===== src/rtl/spi_responder_pkg.sv =====
// spi_responder_pkg: shared FSM state encoding and default word lengths
package spi_responder_pkg;
  typedef logic [0:0] state_t;
  localparam state_t IDLE   = 1'b0;
  localparam state_t ACTIVE = 1'b1;
  localparam int DEF_RX_BITS = 32;
  localparam int DEF_TX_BITS = 8;
endpackage


===== src/rtl/spi_responder_sync_edge.sv =====
// spi_sync_edge: 2-flop synchronizer with rise/fall detect on the synchronized value
module spi_sync_edge #(
  parameter logic RST_VAL = 1'b0
) (
  input  logic clk,
  input  logic rst_n,
  input  logic d_i,
  output logic q_o,
  output logic rise_o,
  output logic fall_o
);
  logic [2:0] s_q;
  always_ff @(posedge clk or negedge rst_n)
    if (!rst_n) s_q <= {3{RST_VAL}};
    else        s_q <= {s_q[1:0], d_i};
  assign q_o    = s_q[1];
  assign rise_o = s_q[1] & ~s_q[2];
  assign fall_o = ~s_q[1] & s_q[2];
endmodule


===== src/rtl/spi_responder.sv =====
// spi_responder: SPI target that samples mosi and advances miso on sclk falling edges, with a one-word tx holding buffer
module spi_responder
  import spi_responder_pkg::*;
#(
  parameter int RX_BITS = DEF_RX_BITS,
  parameter int TX_BITS = DEF_TX_BITS
) (
  input  logic               clk,
  input  logic               rst_n,
  input  logic               sclk,
  input  logic               cs_n,
  input  logic               mosi,
  output logic               miso,
  output logic [RX_BITS-1:0] rx_data,
  output logic               rx_valid,
  input  logic [TX_BITS-1:0] tx_data,
  input  logic               tx_valid,
  output logic               tx_ready,
  output logic               tx_underrun,
  output logic               frame_abort
);
  localparam int RXW = $clog2(RX_BITS);
  localparam int TXW = $clog2(TX_BITS);
  logic sclk_fall, cs_rise, cs_fall, mosi_s;
  logic sclk_q_unused, sclk_rise_unused, cs_q_unused, mosi_rise_unused, mosi_fall_unused;
  spi_sync_edge #(.RST_VAL(1'b0)) u_sclk (
    .clk(clk), .rst_n(rst_n), .d_i(sclk),
    .q_o(sclk_q_unused), .rise_o(sclk_rise_unused), .fall_o(sclk_fall)
  );
  spi_sync_edge #(.RST_VAL(1'b1)) u_cs (
    .clk(clk), .rst_n(rst_n), .d_i(cs_n),
    .q_o(cs_q_unused), .rise_o(cs_rise), .fall_o(cs_fall)
  );
  spi_sync_edge #(.RST_VAL(1'b0)) u_mosi (
    .clk(clk), .rst_n(rst_n), .d_i(mosi),
    .q_o(mosi_s), .rise_o(mosi_rise_unused), .fall_o(mosi_fall_unused)
  );
  state_t             state_q, state_d;
  logic [RX_BITS-2:0] rx_sh_q, rx_sh_d;
  logic [RXW-1:0]     rx_cnt_q, rx_cnt_d;
  logic [RX_BITS-1:0] rx_data_q, rx_data_d;
  logic               rx_valid_q, rx_valid_d;
  logic [TX_BITS-1:0] tx_sh_q, tx_sh_d;
  logic [TXW-1:0]     tx_cnt_q, tx_cnt_d;
  logic [TX_BITS-1:0] buf_q, buf_d;
  logic               buf_full_q, buf_full_d;
  logic               underrun_q, underrun_d;
  logic               abort_q, abort_d;
  logic start, stop, shift, rx_last, tx_last, consume, hs;
  logic [TX_BITS-1:0] tx_word;
  assign start   = (state_q == IDLE) & cs_fall;
  assign stop    = (state_q == ACTIVE) & cs_rise;
  assign shift   = (state_q == ACTIVE) & ~cs_rise & sclk_fall;
  assign rx_last = rx_cnt_q == RXW'(RX_BITS - 1);
  assign tx_last = tx_cnt_q == TXW'(TX_BITS - 1);
  assign consume = start | (shift & tx_last);
  assign hs      = tx_valid & ~buf_full_q;
  assign tx_word = buf_full_q ? buf_q : '1;
  // a handshake on the consuming edge refills the buffer for the following word
  always_comb begin
    state_d    = start ? ACTIVE : stop ? IDLE : state_q;
    rx_sh_d    = shift ? {rx_sh_q[RX_BITS-3:0], mosi_s} : rx_sh_q;
    rx_cnt_d   = (start | stop) ? '0 : shift ? (rx_last ? '0 : rx_cnt_q + 1'b1) : rx_cnt_q;
    rx_data_d  = (shift & rx_last) ? {rx_sh_q, mosi_s} : rx_data_q;
    rx_valid_d = shift & rx_last;
    tx_cnt_d   = (start | stop) ? '0 : shift ? (tx_last ? '0 : tx_cnt_q + 1'b1) : tx_cnt_q;
    tx_sh_d    = consume ? tx_word : stop ? '1 : shift ? {tx_sh_q[TX_BITS-2:0], 1'b1} : tx_sh_q;
    buf_d      = hs ? tx_data : buf_q;
    buf_full_d = hs | (buf_full_q & ~consume);
    underrun_d = consume & ~buf_full_q;
    abort_d    = stop & (rx_cnt_q != '0);
  end
  always_ff @(posedge clk or negedge rst_n)
    if (!rst_n) begin
      state_q    <= IDLE;
      rx_sh_q    <= '0;
      rx_cnt_q   <= '0;
      rx_data_q  <= '0;
      rx_valid_q <= 1'b0;
      tx_sh_q    <= '1;
      tx_cnt_q   <= '0;
      buf_q      <= '0;
      buf_full_q <= 1'b0;
      underrun_q <= 1'b0;
      abort_q    <= 1'b0;
    end else begin
      state_q    <= state_d;
      rx_sh_q    <= rx_sh_d;
      rx_cnt_q   <= rx_cnt_d;
      rx_data_q  <= rx_data_d;
      rx_valid_q <= rx_valid_d;
      tx_sh_q    <= tx_sh_d;
      tx_cnt_q   <= tx_cnt_d;
      buf_q      <= buf_d;
      buf_full_q <= buf_full_d;
      underrun_q <= underrun_d;
      abort_q    <= abort_d;
    end
  // tx_sh_q is all-ones whenever idle, so miso idles high
  assign miso        = tx_sh_q[TX_BITS-1];
  assign rx_data     = rx_data_q;
  assign rx_valid    = rx_valid_q;
  assign tx_ready    = ~buf_full_q;
  assign tx_underrun = underrun_q;
  assign frame_abort = abort_q;
endmodule


===== config.mk =====
export PLATFORM = sky130hd
export DESIGN_NAME = spi_responder
export DESIGN_NICKNAME = d
export VERILOG_FILES = /design/src/rtl/spi_responder_pkg.sv /design/src/rtl/spi_responder_sync_edge.sv /design/src/rtl/spi_responder.sv
export SDC_FILE = /design/constraint.sdc
export NUM_CORES = 1
export LEC_CHECK = 0
export BUFFER_PORTS_ARGS = -buffer_cell sky130_fd_sc_hd__buf_2
export CAP_MARGIN = 10
export CELL_PAD_IN_SITES_DETAIL_PLACEMENT = 1
export CELL_PAD_IN_SITES_GLOBAL_PLACEMENT = 2
export CORE_ASPECT_RATIO = 1.5
export CORE_MARGIN = 2
export CORE_UTILIZATION = 41
export DETAILED_ROUTE_END_ITERATION = 12
export GPL_TIMING_DRIVEN = 0
export PLACE_DENSITY_LB_ADDON = 0.1
export SYNTH_ARGS = -nofsm -noshare
export SYNTH_HDL_FRONTEND = slang
export SYNTH_SLANG_ARGS = --single-unit

===== constraint.sdc =====
create_clock -name clk -period 2.8 [get_ports clk]
set_input_delay 0.14 -clock clk [delete_from_list [all_inputs] [get_ports clk]]
set_output_delay 0.14 -clock clk [all_outputs]
set_load 0.02 [all_outputs]

Word level (Yosys, flattened, before mapping)
Cells that the tools add are included.
{"block": "totals", "register_bits": 100, "latch_bits": 0, "ramBits": 0, "rom_bits": 0, "input_bits": 14, "out_inout_bits": 37, "elab_cells": 57, "n_memories": 0}
{"block": "op_classes", "n_addsub": 2, "n_mul": 0, "n_div": 0, "magnitude_cmp": 0, "eq_ne": 2, "shifts": 0, "n_mux": 12, "n_bitwise": 23, "n_reduce_logical": 4}
{"cell": "$mux 8", "count": 4}
{"cell": "$mux 5", "count": 3}
{"cell": "$and 1x1->1", "count": 13}
{"cell": "$mux 3", "count": 3}
{"cell": "$not 1->1", "count": 7}
{"cell": "$add 5x1->5 const B", "count": 1}
{"cell": "$eq 5x5->1 const B", "count": 1}
{"cell": "$reduce_bool 5->1", "count": 1}
{"cell": "$reduce_bool 2->1", "count": 2}
{"cell": "$add 3x1->3 const B", "count": 1}
{"cell": "$eq 3x3->1 const B", "count": 1}
{"cell": "$or 1x1->1", "count": 3}
{"cell": "$reduce_bool 3->1", "count": 1}
{"cell": "$mux 1", "count": 2}

Depth between registers and ports, before layout
Gate-level depths: netlist (run 1).
{"block": "logic_depth", "ltp_word": 10, "ltp_mapped": 6, "mapped_depth_nobuf": 6}

Cells and area by module
Synthesis (run 1) repeated with hierarchy kept, for this count alone.
{"block": "hier_totals", "cells_unflattened": 332, "hier_area_um2": 4073.9}
{"mod": "spi_responder", "n_inst": 1, "cells_per_inst": 317, "area_each_um2": 3799.9, "seq_area_each_um2": 2312.2}
{"mod": "spi_sync_edge at u_mosi ...", "n_inst": 2, "cells_per_inst": 5, "area_each_um2": 90.1, "seq_area_each_um2": 75.1}
{"mod": "spi_sync_edge at u_cs", "n_inst": 1, "cells_per_inst": 5, "area_each_um2": 93.8, "seq_area_each_um2": 78.8}

Least setup slack after synthesis (run 1)
No wires, ideal clock.
{"block": "synth_path", "kind": "register to register", "from": "reg rx_cnt_q[0]", "to": "reg rx_data_q[0], in the netlist rx_data[0]", "setup_time_ns": 0.125, "arrival_ns": 1.738, "required_ns": 2.675, "setup_slack_ns": 0.937, "stages_incl_launch_ff": 7, "n_path_buf": 1, "synth_period_minus_slack_ns": 1.863, "cell_sequence": "dfrtp_1 ha_1 and3_1 ha_1 nand2_1 buf_2 mux2_2"}
{"block": "synth_between", "elab_chain_len": 2}
{"item": "start: declaration", "line": "spi_responder.sv:40", "rtl": "logic [RXW-1:0] rx_cnt_q, rx_cnt_d;"}
{"item": "start signal: assignment", "line": "spi_responder.sv:89", "rtl": "rx_cnt_q <= rx_cnt_d;"}
{"item": "$eq 5x5->1", "line": "spi_responder.sv:54", "rtl": "assign rx_last = rx_cnt_q == RXW'(RX_BITS - 1);"}
{"item": "$and 1x1->1", "line": "spi_responder.sv:64", "rtl": "rx_data_d = (shift & rx_last) ? {rx_sh_q, mosi_s} : rx_data_q;"}
{"item": "end signal: assignment", "line": "spi_responder.sv:90", "rtl": "rx_data_q <= rx_data_d;"}
{"item": "end: declaration", "line": "spi_responder.sv:41", "rtl": "logic [RX_BITS-1:0] rx_data_q, rx_data_d;"}
No other way between the ends.
A chain may end at the register's enable or synchronous reset.

Final worst setup path (run 1)
{"block": "layout_path", "from": "reg rx_cnt_q[0]", "to": "reg rx_data_q[25], in the netlist rx_data[25]"}
The elaborated chain is that of the path after synthesis.

==> impl_metrics.tcl, run 1 <==
set metrics [dict create \
    path_max_fanout 10 \
    rsz0062_at_grt "false" \
    start_util 0.420 \
    antenna_cells 0 \
    cp_cell_sequence "ha_1 > and3_1 > ha_1 > nand2_1 > buf_2 > mux2_2" \
    max_cap_violations 0 \
    cts_setup_buffers 0 \
    min_period_ns 2.18 \
    worst_pin_slew_ns 0.811 \
    synth-seq-area-share 0.651 \
    place_area_mm2 0.00429 \
    start_kind "flip-flop" \
    critPathCaptureType "flip-flop" \
    numPortBuffers 50 \
    drive_gt1_frac 0.326 \
    ir_drop_mv 0.425 \
    route.detailed.wl_per_inst_um 15.9 \
    netlist_instances 319 \
    core_mm2 0.00920 \
    fmaxAchievable_mhz 459 \
    drv_slew 0 \
    p_per_area_mw_per_mm2 775 \
    yosys_warnings 0 \
    finalPower_mw 3.64 \
    cpMostUsedCell "ha_1" \
    final_common_cell "nand2_1" \
    clock_sinks 100 \
    postCtsResizedCells 0 \
    vias 2593 \
    clk_pin_slew_ns 0.07 \
    final_nets 404 \
    endpoint "rx_data[25]$_DFFE_PN0P_" \
    wirelength_um 7960 \
    dieArea_mm2 0.0102 \
    syn_to_final_growth_pct 21.6 \
    numCtsBuffers 9 \
    layout_common_cells "nand2_1 (94), dfrtp_1 (89), buf_2 (55)" \
    num-fill-cells 989 \
    syn_nets 338 \
    ios 51 \
    grt_pass1_vias 2791 \
    clock_path_buffers 2 \
    cpMaxStageDelayCell "dfrtp_1" \
    vias_per_cell 5.17 \
    crit_start "rx_cnt_q[0]$_DFFE_PN0P_" \
    cp.depth 6 \
    cp_top_family "adder cells" \
    grt_overflow 0 \
    critPathMaxStageDelay_ns 0.44 \
    firstDrtPassIters 4 \
    dr.first_iter.drc_count 133 \
    rows 43 \
    chipWidth_um 83.3 \
    ys_ff_latch 100 \
    regToRegSetupSlack_ns 0.62 \
    finalCritPeriodShare 0.777 \
    cp.required_ns 3.03 \
    final.setup_skew_ns 0.00639 \
    worstPathArrival_ns 2.40 \
    outcome "finished clean" \
    ys_types 33 \
    antenna_found_initial 0 \
    postSynthAreaPerCell_um2 12.1 \
    die_h_um 123 \
    drc 0 \
    hold_viol 0 \
    dp_hpwl_um 5250 \
    crit_type "flip-flop to flip-flop" \
    reg2reg_depth 6 \
    crit-reg2reg-capture "rx_data[25]$_DFFE_PN0P_" \
    clock_latency_ns 0.34 \
    htreeDepth 3 \
    grt_max_degree 55 \
    clockRootBuffer "clkbuf_16" \
    grt_pass1_wl_um 13400 \
    fin_setup_tns_ns 0 \
    design_area_mm2 0.00470 \
    relSlewSlack 0.458 \
    place.gp.congestion 0.714 \
    hp-class "input port to flip-flop" \
    power.leakage_nw 2.49 \
    r2r-start "rx_cnt_q[0]$_DFFE_PN0P_" \
    grt_use_total 0.168 \
    final_antenna_net_count 0 \
    cts.hold.buffers_added 4 \
    setup_viol 0 \
    cts_tree "yes" \
    path_buf_inv 1 \
    syn_area_mm2 0.00387 \
]
[cell type report]
type / count / area (um^2) / share of cell area
tap: 112 / 140 / 0.0298
clock inverter: 6 / 135 / 0.0287
timing repair buffer: 55 / 320 / 0.0681
inverter: 5 / 18.8 / 0.00399
sequential: 100 / 2520 / 0.535
multi-input combinational: 199 / 1270 / 0.270
clock buffer: 10 / 239 / 0.0508
buffer: 15 / 63.8 / 0.0136
[state kept, by name (all words and copies together) (netlist names)]
name and flops:
rx_data 32, rx_sh_q 31, buf_q 8, tx_sh_q 8, rx_cnt_q 5, tx_cnt_q 3, u_cs.s_q 3, u_sclk.s_q 3
u_mosi.s_q 2, buf_full_q 1, frame_abort 1, rx_valid 1, state_q 1, tx_underrun 1
[cells in the mapped netlist]
cell type / instances / area [um^2]
buf_2: 6 / 30.0
nand2_2: 1 / 6.26
a31oi_1: 1 / 6.26
nor2_1: 4 / 15.0
ha_1: 5 / 62.6
o31ai_1: 1 / 7.51
inv_1: 5 / 18.8
o32ai_1: 7 / 61.3
nand2_1: 94 / 353
a21o_1: 3 / 22.5
mux2_2: 40 / 450
buf_1: 3 / 11.3
nor4b_2: 1 / 15.0
nor2b_4: 1 / 13.8
nand3_1: 9 / 45.0
a21oi_1: 3 / 15.0
and4b_1: 1 / 10.0
o21ai_0: 10 / 50.1
nor3b_1: 1 / 7.51
or4b_1: 1 / 10.0
dfrtp_1: 89 / 2230
and3_1: 1 / 6.26
nor3_1: 3 / 15.0
or3_1: 1 / 6.26
nand2b_1: 2 / 12.5
or4_1: 1 / 7.51
a22o_1: 4 / 35.0
nor2b_1: 1 / 6.26
o32a_1: 1 / 10.0
dfstp_2: 11 / 289
clkbuf_1: 6 / 22.5
a32oi_1: 1 / 8.76
nor4b_1: 1 / 8.76
[worst min path at each step]
| stage | slack (ns) | depth (start not counted) | startpoint | end |
|---|---|---|---|---|
| after floorplan | -0.16 | 0 | rst_n | buf_full_q$_DFF_PN0_ |
| after global placement | 0.24 | 1 | cs_n | u_cs.s_q[0]$_DFF_PN1_ |
| after detailed placement | 0.20 | 1 | rst_n | tx_underrun$_DFF_PN0_ |
| after CTS | 0.01 | 2 | tx_data[5] | buf_q[5]$_DFFE_PN0P_ |
| after global routing | 0.02 | 2 | tx_data[7] | buf_q[7]$_DFFE_PN0P_ |
| final | 0.02 | 2 | tx_data[7] | buf_q[7]$_DFFE_PN0P_ |
[layer usage]
layer | GRT usage | vias up | wire length, um
met1 | 0.193 | 1326 | 3340
met3 | 0.0401 | 14 | 252
li1 | - | 1217 | -
met2 | 0.294 | 36 | 4190
met4 | 0.0830 | 0 | 177
met5 | 0 | - | 0
[per-stage QoR]
step           hold WS, ns   util  setup slack, ns  std cells
6_report            0.0242  0.511            0.624        502
5_1_grt             0.0194  0.511            0.457        502
4_1_cts             0.0113  0.511            0.590        502
3_5_place_dp         0.200  0.466            0.627        482
3_3_place_gp         0.245  0.463            0.499        481
2_1_floorplan       -0.156      -            0.937        319
[cells by family (layout without fill, tap and decap cells)]
family | count (synthesis) | after routing | synth area share
flops | 100 | 100 | 0.651
buf+inv | 20 | 91 | 0.0214
mux | 40 | 40 | 0.117
simple gates | 123 | 123 | 0.139
fa+ha+maj | 5 | 5 | 0.0162
compound gates | 31 | 31 | 0.0560
[report_power, final]
group / switching [mW] / internal [mW]
logic: 0.189 / 0.174
clock network: 0.528 / 0.987
registers: 0.123 / 1.64
total: 0.839 / 2.80
(Power assumes the default switching activity.)
==> inputs of run 2 (changes only) <==
--- a/config.mk
+++ b/config.mk
@@ -5,13 +5,14 @@
 export SDC_FILE = /design/constraint.sdc
 export NUM_CORES = 1
 export LEC_CHECK = 0
+export ABC_AREA = 1
 export BUFFER_PORTS_ARGS = -buffer_cell sky130_fd_sc_hd__buf_2
 export CAP_MARGIN = 10
 export CELL_PAD_IN_SITES_DETAIL_PLACEMENT = 1
 export CELL_PAD_IN_SITES_GLOBAL_PLACEMENT = 2
 export CORE_ASPECT_RATIO = 1.5
 export CORE_MARGIN = 2
-export CORE_UTILIZATION = 41
+export CORE_UTILIZATION = 37
 export DETAILED_ROUTE_END_ITERATION = 12
 export GPL_TIMING_DRIVEN = 0
 export PLACE_DENSITY_LB_ADDON = 0.1
==> constraint.sdc (replaced) <==
create_clock -name clk -period 2.3 [get_ports clk]
set_input_delay 0.115 -clock clk [delete_from_list [all_inputs] [get_ports clk]]
set_output_delay 0.115 -clock clk [all_outputs]
set_load 0.02 [all_outputs]
==> run 2 against run 1 <==
  * Sequential share of layout area decreased by 4.3 points
  * Count of clock-buffer cells in the layout increased by 2
  * Setup slack got worse by 0.011 ns
  * Critical path depth increased by 3
  * Utilization decreased by 4.8 points
  * Highest routed layer unchanged
  * Clock power increased by 6%
  * Sequential power increased by 26%
  * Synthesized area increased by 9.2%
  * Global-route usage decreased by 1.4 points
  * Clock skew decreased by 0.00098 ns
==> impl_metrics.tcl, run 2 <==
set metrics [dict create \
    rows 47 \
    muxShareOfSynthArea 0.0213 \
    synthXorXnorAreaFrac 0 \
    chipWidth_um 91.2 \
    worst_slack_ns 0.612 \
    largest_register_ffs 32 \
    drc 0 \
    syn_nets 416 \
    fin_setup_tns_ns 0 \
    numPortBuffers 50 \
    synth-seq-area-share 0.596 \
    worst_pin_slew_ns 0.452 \
    grt_overflow 0 \
    yosys_warnings 0 \
    num-fill-cells 1269 \
    ys_types 29 \
    cpMaxStageDelayCell "dfrtp_1" \
    dp_hpwl_um 5980 \
    drv_slew 0 \
    dr.first_iter.drc_count 74 \
    relSlewSlack 0.699 \
    fmaxAchievable_mhz 593 \
    final_common_cell "nand2_1" \
    start_util 0.382 \
    final_antenna_net_count 0 \
    grt_max_degree 70 \
    setup_viol 0 \
    place.gp.congestion 0.731 \
    finalPower_mw 4.75 \
    antenna_found_initial 0 \
    yosys_most_used_dff "dfrtp_1" \
    htreeDepth 3 \
    grt_use_total 0.154 \
    start_kind "flip-flop" \
    critPathCaptureType "flip-flop" \
    cpMostUsedCell "ha_1" \
    synth_edf_count 0 \
    wirelength_um 8620 \
    die_h_um 135 \
    p_per_area_mw_per_mm2 929 \
    path_max_fanout 10 \
    yosysMostFrequentCell "nand2_1" \
    design_area_mm2 0.00511 \
    clockRootBuffer "clkbuf_16" \
    antenna_cells 0 \
    cp_top_family "buffers and inverters" \
    cts.hold.buffers_added 11 \
    ios 51 \
    grt_pass1_wl_um 15100 \
    firstDrtPassIters 4 \
    clock_path_buffers 2 \
    drive_gt1_frac 0.324 \
    dieArea_mm2 0.0123 \
    place_area_mm2 0.00468 \
    cp.required_ns 2.53 \
    synth_top_area_share 0.528 \
    hp-class "input port to flip-flop" \
    yosys.area.top_type "dfrtp_1" \
    critPathMaxStageDelay_ns 0.42 \
    rsz0062_at_grt "false" \
    postCtsResizedCells 0 \
    path_buf_inv 3 \
    yosys-top-cells-count "nand2_1 (100), dfrtp_1 (89), inv_1 (50)" \
    max_cap_violations 0 \
    core_mm2 0.0111 \
    min_period_ns 1.69 \
    numCtsBuffers 9 \
    outcome "finished clean" \
    pre_cts_ws_ns 0.592 \
    cp_cell_sequence "ha_1 > nand2_1 > nor2_1 > ha_1 > inv_1 > nor2_8 > inv_4 > buf_6 > o21ai_2" \
    syn_area_mm2 0.00422 \
    synthAdderAreaFrac 0.0148 \
    async_reset_ff_frac 1.00 \
    synth_top_family_by_area "simple AND/OR/NAND/NOR gates" \
    synth-compound-area-share 0.119 \
    cts_tree "yes" \
    hold_viol 0 \
    crit_type "flip-flop to flip-flop" \
    layout_common_cells "nand2_1 (100), dfrtp_1 (89), inv_1 (50)" \
    yosys-top-cells-area "dfrtp_1 (53%), nand2_1 (8.9%), dfstp_2 (6.8%)" \
    ys_ff_latch 100 \
    power.leakage_nw 2.49 \
    ir_drop_mv 0.522 \
    clock_latency_ns 0.34 \
    worstPathArrival_ns 1.92 \
    syn_to_final_growth_pct 21.2 \
    yosys.area_share.simple 0.157 \
    cts_setup_buffers 0 \
    clk_pin_slew_ns 0.07 \
    final_nets 489 \
    postSynthAreaPerCell_um2 10.6 \
    final.setup_skew_ns 0.00541 \
    route.detailed.wl_per_inst_um 13.9 \
    grt_pass1_vias 3144 \
    timing.hold.ws_ns 0.0141 \
    clock_sinks 100 \
    finalCritPeriodShare 0.734 \
    vias 2845 \
    vias_per_cell 4.57 \
    netlist_instances 397 \
]
-- run 2: final timing paths --
path / from / endpoint / slack [ns] / depth (start not counted)
setup / recovery: rx_cnt_q[0]$_DFFE_PN0P_ / rx_data[26]$_DFFE_PN0P_ / 0.61 / 9
hold / removal: tx_data[3] / buf_q[3]$_DFFE_PN0P_ / 0.01 / 2
setup reg to reg: rx_cnt_q[0]$_DFFE_PN0P_ / rx_data[26]$_DFFE_PN0P_ / 0.61 / 9
hold reg to reg: u_cs.s_q[0]$_DFF_PN1_ / u_cs.s_q[1]$_DFF_PN1_ / 0.36 / 0
max in group asynchronous: rst_n / tx_sh_q[0]$_DFFE_PN1P_ / 1.30 / 3
min in group asynchronous: rst_n / rx_data[6]$_DFFE_PN0P_ / 0.27 / 2
-- run 2: logic make-up after synthesis --
family,Yosys count
and+or+nand+nor,140
DFF,100
AOI/OAI and AO/OA,74
buffers and inverters,70
muxes,8
adders and majority gates,5
-- run 2: per-stage QoR --
step	std cells	util
after floorplan	397	-
after global placement	594	0.421
after detailed placement	595	0.424
after CTS	622	0.463
after global routing	622	0.463
final	622	0.463
-- run 2: area by class of cell --
type	instances	area, um^2	share of cell area
plain buffers	15	170	0.0333
clock buffers	12	246	0.0482
clock inverters	4	72.6	0.0142
inverters	55	216	0.0423
multi-input cells	227	1320	0.258
flip-flops and latches	100	2520	0.492
well taps	147	184	0.0360
repair buffers	62	390	0.0763
-- run 2: routing by layer --
metal	vias up	GRT usage	routed length, um	part of all wire
met5	-	0	0	0
met4	0	0.0530	119	0.014
met3	7	0.0318	216	0.025
met2	40	0.281	4610	0.53
met1	1402	0.178	3680	0.43
li1	1396	-	-	-
-- run 2: report_power, final --
| part | leakage (nW) | switching, mW | total, mW | internal (mW) |
|---|---|---|---|---|
| sequential | 1.32 | 0.155 | 2.22 | 2.07 |
| combinational | 1.02 | 0.540 | 0.915 | 0.375 |
| clock | 0.153 | 0.629 | 1.61 | 0.982 |
